--- src/rtl/icache_line_filler_pkg.sv ---
// Shared types and constants for the instruction-cache line refill engine.
// The line is fixed at 16 bytes, so the byte offset is always 4 bits.
package icache_line_filler_pkg;

   localparam int LINE_BYTES = 16;
   localparam int ADDR_W     = 32;
   localparam int OFF_RG_HI  = 3;
   localparam int OFF_RG_LO  = 0;

   localparam logic TRUE  = 1'b1;
   localparam logic FALSE = 1'b0;

   typedef logic [ADDR_W-1:0]           ADDR_TP;
   typedef logic [7:0]                  WORD_TP;
   typedef logic [127:0]                LINE_TP;
   typedef logic [OFF_RG_HI:OFF_RG_LO]  OFF_TP;

   typedef enum logic [1:0] {
      IDLE = 2'd0,
      READ = 2'd1,
      DONE = 2'd2
   } state_e;

endpackage

--- src/rtl/icache_line_filler_if.sv ---
// Bundles the icache miss/line signals and the byte-wide RAM port.
// master = the filler; slave = the surrounding icache, arbiter and RAM.
interface icache_line_filler_if;
   import icache_line_filler_pkg::*;

   logic   flush;
   logic   req_ena;
   ADDR_TP req_addr;
   logic   done;
   LINE_TP line;
   logic   ram_req;
   logic   ram_gnt;
   ADDR_TP ram_a;
   WORD_TP ram_din;

   // ram_gnt is only meaningful while ram_req=1: a cycle with both high
   // transfers ram_a, and ram_din carries that byte in the following cycle.
   modport master (
      input  flush, req_ena, req_addr, ram_gnt, ram_din,
      output done, line, ram_req, ram_a
   );

   modport slave (
      output flush, req_ena, req_addr, ram_gnt, ram_din,
      input  done, line, ram_req, ram_a
   );

endinterface

--- src/rtl/icache_line_filler.sv ---
// Refills one 16-byte icache line over a granted byte-wide RAM port and
// presents it with a single-cycle done pulse.
module icache_line_filler
   import icache_line_filler_pkg::*;
(
   input  logic                 clk,
   input  logic                 rst,
   icache_line_filler_if.master fill_if,
   output state_e               state_o
);

   state_e        state_q, state_d;
   logic          done_q, done_d;
   LINE_TP        line_q, line_d;
   logic [4:0]    issue_cnt_q, issue_cnt_d;
   logic          pend_v_q, pend_v_d;
   OFF_TP         pend_idx_q, pend_idx_d;
   logic [27:0]   base_q, base_d;
   logic          issue_open;
   logic          unused_addr_bits;

   assign unused_addr_bits = ^fill_if.req_addr[OFF_RG_HI:OFF_RG_LO];
   assign issue_open       = (issue_cnt_q < 5'(LINE_BYTES));

   always_ff @(posedge clk) begin
      if (rst) begin
         state_q     <= IDLE;
         done_q      <= FALSE;
         line_q      <= '0;
         issue_cnt_q <= '0;
         pend_v_q    <= FALSE;
         pend_idx_q  <= '0;
         base_q      <= '0;
      end else begin
         state_q     <= state_d;
         done_q      <= done_d;
         line_q      <= line_d;
         issue_cnt_q <= issue_cnt_d;
         pend_v_q    <= pend_v_d;
         pend_idx_q  <= pend_idx_d;
         base_q      <= base_d;
      end
   end

   always_comb begin
      state_d         = state_q;
      done_d          = done_q;
      line_d          = line_q;
      issue_cnt_d     = issue_cnt_q;
      pend_v_d        = pend_v_q;
      pend_idx_d      = pend_idx_q;
      base_d          = base_q;
      fill_if.ram_req = FALSE;
      fill_if.ram_a   = '0;

      case (state_q)
         IDLE: begin
            if (fill_if.req_ena) begin
               base_d      = fill_if.req_addr[ADDR_W-1:4];
               issue_cnt_d = '0;
               pend_v_d    = FALSE;
               state_d     = READ;
            end
         end
         READ: begin
            fill_if.ram_req = issue_open;
            // Offset is concatenated, not added, so it can never carry into the tag.
            fill_if.ram_a   = {base_q, issue_cnt_q[3:0]};
            pend_v_d        = issue_open && fill_if.ram_gnt;
            if (pend_v_d) begin
               pend_idx_d  = issue_cnt_q[3:0];
               issue_cnt_d = issue_cnt_q + 5'd1;
            end
            if (pend_v_q) begin
               line_d[{pend_idx_q, 3'b000} +: 8] = fill_if.ram_din;
               if (pend_idx_q == OFF_TP'(LINE_BYTES - 1)) begin
                  state_d = DONE;
                  done_d  = TRUE;
               end
            end
         end
         DONE: begin
            // The icache still holds its miss here; it must not retrigger a refill.
            done_d  = FALSE;
            state_d = IDLE;
         end
         default: state_d = IDLE;
      endcase

      if (fill_if.flush) begin
         state_d  = IDLE;
         pend_v_d = FALSE;
         done_d   = FALSE;
         line_d   = line_q;
      end
   end

   assign fill_if.done = done_q;
   assign fill_if.line = line_q;
   assign state_o      = state_q;

endmodule
--- src/flat_wrapper.sv ---
// flat-port wrapper written by rule: the top's interface ports become plain ports
module icache_line_filler_flat import icache_line_filler_pkg::*;
  (clk, rst, state_o, fill_if_flush, fill_if_req_ena, fill_if_req_addr, fill_if_ram_gnt, fill_if_ram_din, fill_if_done, fill_if_line, fill_if_ram_req, fill_if_ram_a);
  icache_line_filler_if fill_if_i ();
  input  logic clk;
  input  logic rst;
  output state_e state_o;
  input wire logic [$bits(fill_if_i.flush)-1:0] fill_if_flush;
  input wire logic [$bits(fill_if_i.req_ena)-1:0] fill_if_req_ena;
  input wire logic [$bits(fill_if_i.req_addr)-1:0] fill_if_req_addr;
  input wire logic [$bits(fill_if_i.ram_gnt)-1:0] fill_if_ram_gnt;
  input wire logic [$bits(fill_if_i.ram_din)-1:0] fill_if_ram_din;
  output wire logic [$bits(fill_if_i.done)-1:0] fill_if_done;
  output wire logic [$bits(fill_if_i.line)-1:0] fill_if_line;
  output wire logic [$bits(fill_if_i.ram_req)-1:0] fill_if_ram_req;
  output wire logic [$bits(fill_if_i.ram_a)-1:0] fill_if_ram_a;
  assign fill_if_i.flush = fill_if_flush;
  assign fill_if_i.req_ena = fill_if_req_ena;
  assign fill_if_i.req_addr = fill_if_req_addr;
  assign fill_if_i.ram_gnt = fill_if_ram_gnt;
  assign fill_if_i.ram_din = fill_if_ram_din;
  assign fill_if_done = fill_if_i.done;
  assign fill_if_line = fill_if_i.line;
  assign fill_if_ram_req = fill_if_i.ram_req;
  assign fill_if_ram_a = fill_if_i.ram_a;
  icache_line_filler u_core (.clk(clk), .rst(rst), .fill_if(fill_if_i), .state_o(state_o));
endmodule
--- config.mk ---
export PLATFORM = sky130hd
export DESIGN_NAME = icache_line_filler_flat
export DESIGN_NICKNAME = d
export VERILOG_FILES = /design/src/rtl/icache_line_filler_pkg.sv /design/src/rtl/icache_line_filler_if.sv /design/src/rtl/icache_line_filler.sv /design/src/flat_wrapper.sv
export SDC_FILE = /design/constraint.sdc
export NUM_CORES = 1
export LEC_CHECK = 0
export BUFFER_PORTS_ARGS = -buffer_cell sky130_fd_sc_hd__clkbuf_2
export CAP_MARGIN = 20
export CORE_MARGIN = 3
export CORE_UTILIZATION = 41
export DETAILED_ROUTE_END_ITERATION = 10
export PLACE_DENSITY = 0.66
export SYNTH_ARGS = -nofsm -noshare
export SYNTH_HDL_FRONTEND = slang
export SYNTH_SLANG_ARGS = --single-unit
--- constraint.sdc ---
create_clock -name clk -period 4 [get_ports clk]
set_input_delay 0.8 -clock clk [delete_from_list [all_inputs] [get_ports clk]]
set_output_delay 0.8 -clock clk [all_outputs]
set_load 0.1 [all_outputs]
# == Word-level counts from Yosys, hierarchy flattened ==
# Index checks and enable logic that the tools add are counted.
# W data, S select, Z words.
# op_classes
addsub,2
magnitude_cmp,1
eq_ne,7
shift,2
mux,15
bitwise_logic,1
n_reduce_logical,12
# op_table
cell,count
$bwmux W128,1
$shift A8 B9 Y128 const A,1
$shiftx A8 B9 Y128,1
$mux W32,1
$reduce_and A3 Y1,4
$mux W5,2
$pmux W5 S2,1
$neg A7 Y9,1
$mux W2,3
$ne A2 B1 Y1 const B,3
$reduce_and A2 Y1,3
$add A5 B1 Y5 const B,1
$lt A5 B5 Y1 const B,1
$eq A4 B4 Y1 const B,1
$mux W1,4
$pmux W1 S2,2
$pmux W2 S2,1
$reduce_bool A2 Y1,2
$eq A2 B1 Y1 const B,1
$eq A2 B2 Y1 const B,1
$logic_not A2 Y1,1
$ne A2 B2 Y1 const B,1
$reduce_or A2 Y1,1
$logic_and A1 B1 Y1,1
$not A1 Y1,1
# word_totals
reg_bits,169
inputBits,45
output_inout_bits,164
elab_cells,47

# == Longest topological paths before layout ==
# depth
ltp_word,4
mapped_depth,9
depth_no_buf,7

# == Worst setup path after synthesis ==
# No wires, ideal clock.
# synth_timing
path_kind,register -> output
start,register u_core.state_q[0] (netlist: u_core.state_o[0])
end,output port fill_if_ram_req
arrival_time_ps,2978
t_required_ps,3200
slack_ps,222
path_stages_with_launch,4
path_buffers,1
cell_sequence,dfxtp_1 -> ha_1 -> clkbuf_1 -> nor2b_1
# synth_via
elab_chain_cells,2
# synth_rtl
item,line_no,source
start: declaration,icache_line_filler.sv:12,"state_e state_q, state_d;"
start signal: assignment,icache_line_filler.sv:35,state_q <= state_d;
$eq A2 B1 Y1,icache_line_filler.sv:56,case (state_q)
$mux W1,icache_line_filler.sv:56,
end: declaration,flat_wrapper.sv:15,output wire logic [$bits(fill_if_i.ram_req)-1:0] fill_if_ram_req;
# Every way passes these cells.

# == Worst setup path after layout ==
# layout_timing
start,register u_core.state_q[1] (netlist: u_core.state_o[1])
end,output port fill_if_ram_a[15]
# layout_via
elab_chain_cells,2
# layout_rtl
item,line_no,source
$eq A2 B1 Y1,icache_line_filler.sv:56,
$mux W32,icache_line_filler.sv:56,
end: declaration,flat_wrapper.sv:16,output wire logic [$bits(fill_if_i.ram_a)-1:0] fill_if_ram_a;
# Every way passes these cells.

==> key figures <==
Worst setup path
  • Crit end category: output pin
  • CP arrival: 1990 ps
  • Worst path max stage delay: 450 ps
  • CP top delay family: buffers and inverters
  • Worst r2r path cells: 7
  • Crit-path cells: inv_1, ha_1, buf_4, and2_1, clkbuf_2
  • Internal reg-to-reg setup slack: 1260 ps
  • Critical path depth in cells: 5
  • Maximum net fanout on the critical path: 41
  • Crit path kind: register to output pin
  • Slowest CP cell: clkbuf_2
  • Worst EP required: 3200 ps
  • WP buf/inv: 3
  • Crit start category: register

Synth
  • Dominant cells by area after synthesis: dfxtp_1 48%, o21ai_0 9.2%, mux2i_1 6.3%, nor2b_1 5.9%, nand2_1 4.2%
  • Synth area leader: dfxtp_1
  • Synth async-reset ratio: 0
  • Synth Cell Area: 7004 um2
  • Top-area cell type share of the netlist area: 0.4830
  • Synthesized flop and latch total: 169
  • Average cell area after synthesis: 8.855 um2
  • Post-synth EDFFs: 0
  • Ys Warns: 0
  • Post-Synthesis Cells: 791
  • Syn Nets: 844
  • Most frequent cell after synthesis: dfxtp_1
  • Post-synthesis sequential area ratio: 0.4830
  • Top FF cell, synth: dfxtp_1
  • Count of cell types in the netlist: 47
  • Synth top cells by count: 169 x dfxtp_1, 129 x o21ai_0, 79 x nand2_1

Route
  • Vias/cell: 5.004
  • Post-route ant nets: 0
  • Drt first pass iters: 5
  • DRT iter0 DRCs: 330
  • Routed WL: 18.73 mm
  • Vias: 6,005
  • DRC errors left: 0
  • DR WL/cell: 15.61 um

Min path
  • HP Class: register to register
  • Worst Hold Depth: 2

Finish
  • Filler Cell Count: 1,601
  • Final core occ: 0.5258
  • Synthesis-to-finish area growth: 24.92%
  • # nets final: 1,020
  • Multi-input logic area: 3359 um2
  • Register area: 3383 um2
  • Antenna fix cells: 0
  • Final instance area: 8750 um2
  • Share of cells above drive strength 1: 0.2663

Status
  • Outcome: finished clean

STA
  • Hold Vio Cnt, Final: 0
  • Clock Skew: 5.076 ps
  • Max-slew violation count: 0
  • Max_slew headroom: 0.3190
  • Setup TNS Final: 0 ps
  • Period minus WS final: 2795 ps
  • Unrepaired setup endpoints after global routing: no
  • Max Clock Freq: 357.8 MHz
  • Final setup fails: 0
  • Period Utilization, post-route: 0.6987
  • Least-Margin Pin Slew: 1021 ps

Placed design
  • Placed Area: 8137 um2
  • Port bufs: 204
  • Gpl congestion: 0.7541
  • Detailed-placement wirelength estimate: 12.71 mm

CTS
  • Worst-path clk slew: 60 ps
  • Clock Latency Late Sink: 420 ps
  • Post-CTS sizing: 0
  • CTS sink cnt: 169
  • Post-CTS setup buffer count: 0
  • Max H-tree Level: 4
  • Hold_buf cts: 0
  • Root Buffer Master: clkbuf_16
  • CTS Buffer Depth: 2
  • CTS tree: built
  • Num CTS Buffers: 17

Power
  • Switch Pwr: 0.0008541 W
  • Switching Share: 0.2400
  • Comb pwr share: 0.057
  • Seq pwr share: 0.481
  • Leak: 3.782 nW
  • Int Power: 0.002704 W
  • Maximum vdd drop: 290.9 uV
  • Ratio of total power to cell area: 406.7 nW/um2
  • Clock group share of total power: 0.462

Die
  • Core area: 16,640 um2
  • Die height: 136.7 um
  • Ports: 209
  • Initial core utilization: 0.4209
  • Width of the die: 136.7 um
  • # rows: 47
  • Die area: 18,690 um2

Global routing
  • Largest net degree at the start of global routing: 89
  • GRT Total Usage: 0.1978
  • Vias in the first global route: 5,378
  • Global-route wire length before repair: 29.24 mm
  • Initial antenna violation count: 0
  • Grt total ovfl: 0

Flow run
  • MaxCap Viol Count: 0
metal layers:
metal	global-route usage	vias to the layer above	part of all wire
met4	0.05823	0	0.012
met1	0.2757	2788	0.46
li1	-	3020	-
met5	0	-	0
met2	0.2998	183	0.46
met3	0.05441	14	0.066
cells by family after synthesis:
group	share of synthesized area
AOI/OAI and AO/OA	0.1447
muxes	0.06288
and+or+nand+nor	0.2540
adders and majority gates	0.01429
DFF	0.4830
xor gates and xnor gates	0.003752
buffers and inverters	0.03733
power by group through the flow:
stage / registers (W) / logic [W] / clock network (W)
floorplan: 0.00176 / 0.000131 / 0
global placement: 0.00175 / 0.000201 / 0
detailed placement: 0.00175 / 0.000200 / 0
CTS: 0.00171 / 0.000201 / 0.00167
global route: 0.00171 / 0.000224 / 0.00174
finish: 0.00171 / 0.000204 / 0.00164
per-stage QoR:
| step | hold slack, ps | std cells | total power, W | setup slack, ps |
|---|---|---|---|---|
| after detailed placement | 441.7 | 1167 | 0.001950 | 1286 |
| after global placement | 438.1 | 1167 | 0.001950 | 1340 |
| after global routing | 465.5 | 1200 | 0.003681 | 953.5 |
| after CTS | 450.8 | 1199 | 0.003582 | 1173 |
| final | 449.7 | 1200 | 0.003558 | 1205 |
| after floorplan | 431.7 | 791 | 0.001889 | 221.6 |
sequential cells by signal (all words and copies together), names as in the netlist:
register / cells
u_core.issue_cnt_q: 5
u_core.base_q: 28
u_core.fill_if.line: 128
u_core.pend_idx_q: 4
u_core.fill_if.done: 1
u_core.pend_v_q: 1
u_core.state_o: 2
worst register-to-register path, delay by kind of cell (launching register included):
family,cells,cell delay [ps]
adder cells (fa/ha/maj),1,300
AO/OA/AOI/OAI,1,190
AND/OR/NAND/NOR,4,1400
flip-flops,1,660
buffers and inverters,1,130
path summary, 6_finish.rpt:
path / from / end
min: u_core.base_q[26]$_SDFFE_PP0P_ / u_core.base_q[26]$_SDFFE_PP0P_
min reg2reg: u_core.base_q[26]$_SDFFE_PP0P_ / u_core.base_q[26]$_SDFFE_PP0P_
max: u_core.state_o[1]$_SDFFE_PP0P_ / fill_if_ram_a[15]
max reg2reg: u_core.pend_idx_q[0]$_SDFFE_PP0P_ / u_core.fill_if.line[11]$_SDFFE_PP0P_
final cells by class:
type,instances,area share
timing repair buffer,213,0.1284
sequential,169,0.3867
tap,220,0.03146
clock inverter,14,0.01673
inverter,6,0.002574
clock buffer,18,0.05019
multi-input combinational,560,0.3840
cells in the final DEF, fill, tap and decap left out, drive strengths merged, types with 2 or more instances in the layout:
cell type  instances
a21oi             36
nor2              23
ha                 8
nand3              5
and2              34
buf               10
xor2               2
dfxtp            169
mux2i             44
nand3b            36
clkbuf           221
inv                9
a2111oi            2
nand2b            44
or2                8
bufinv             2
nand2             81
o21ai            149
nor4               3
or4                2
clkinv             6
clkinvlp           3
nand4              3
nor2b             66
nor3               2
Power figures use the tool's default switching activity.
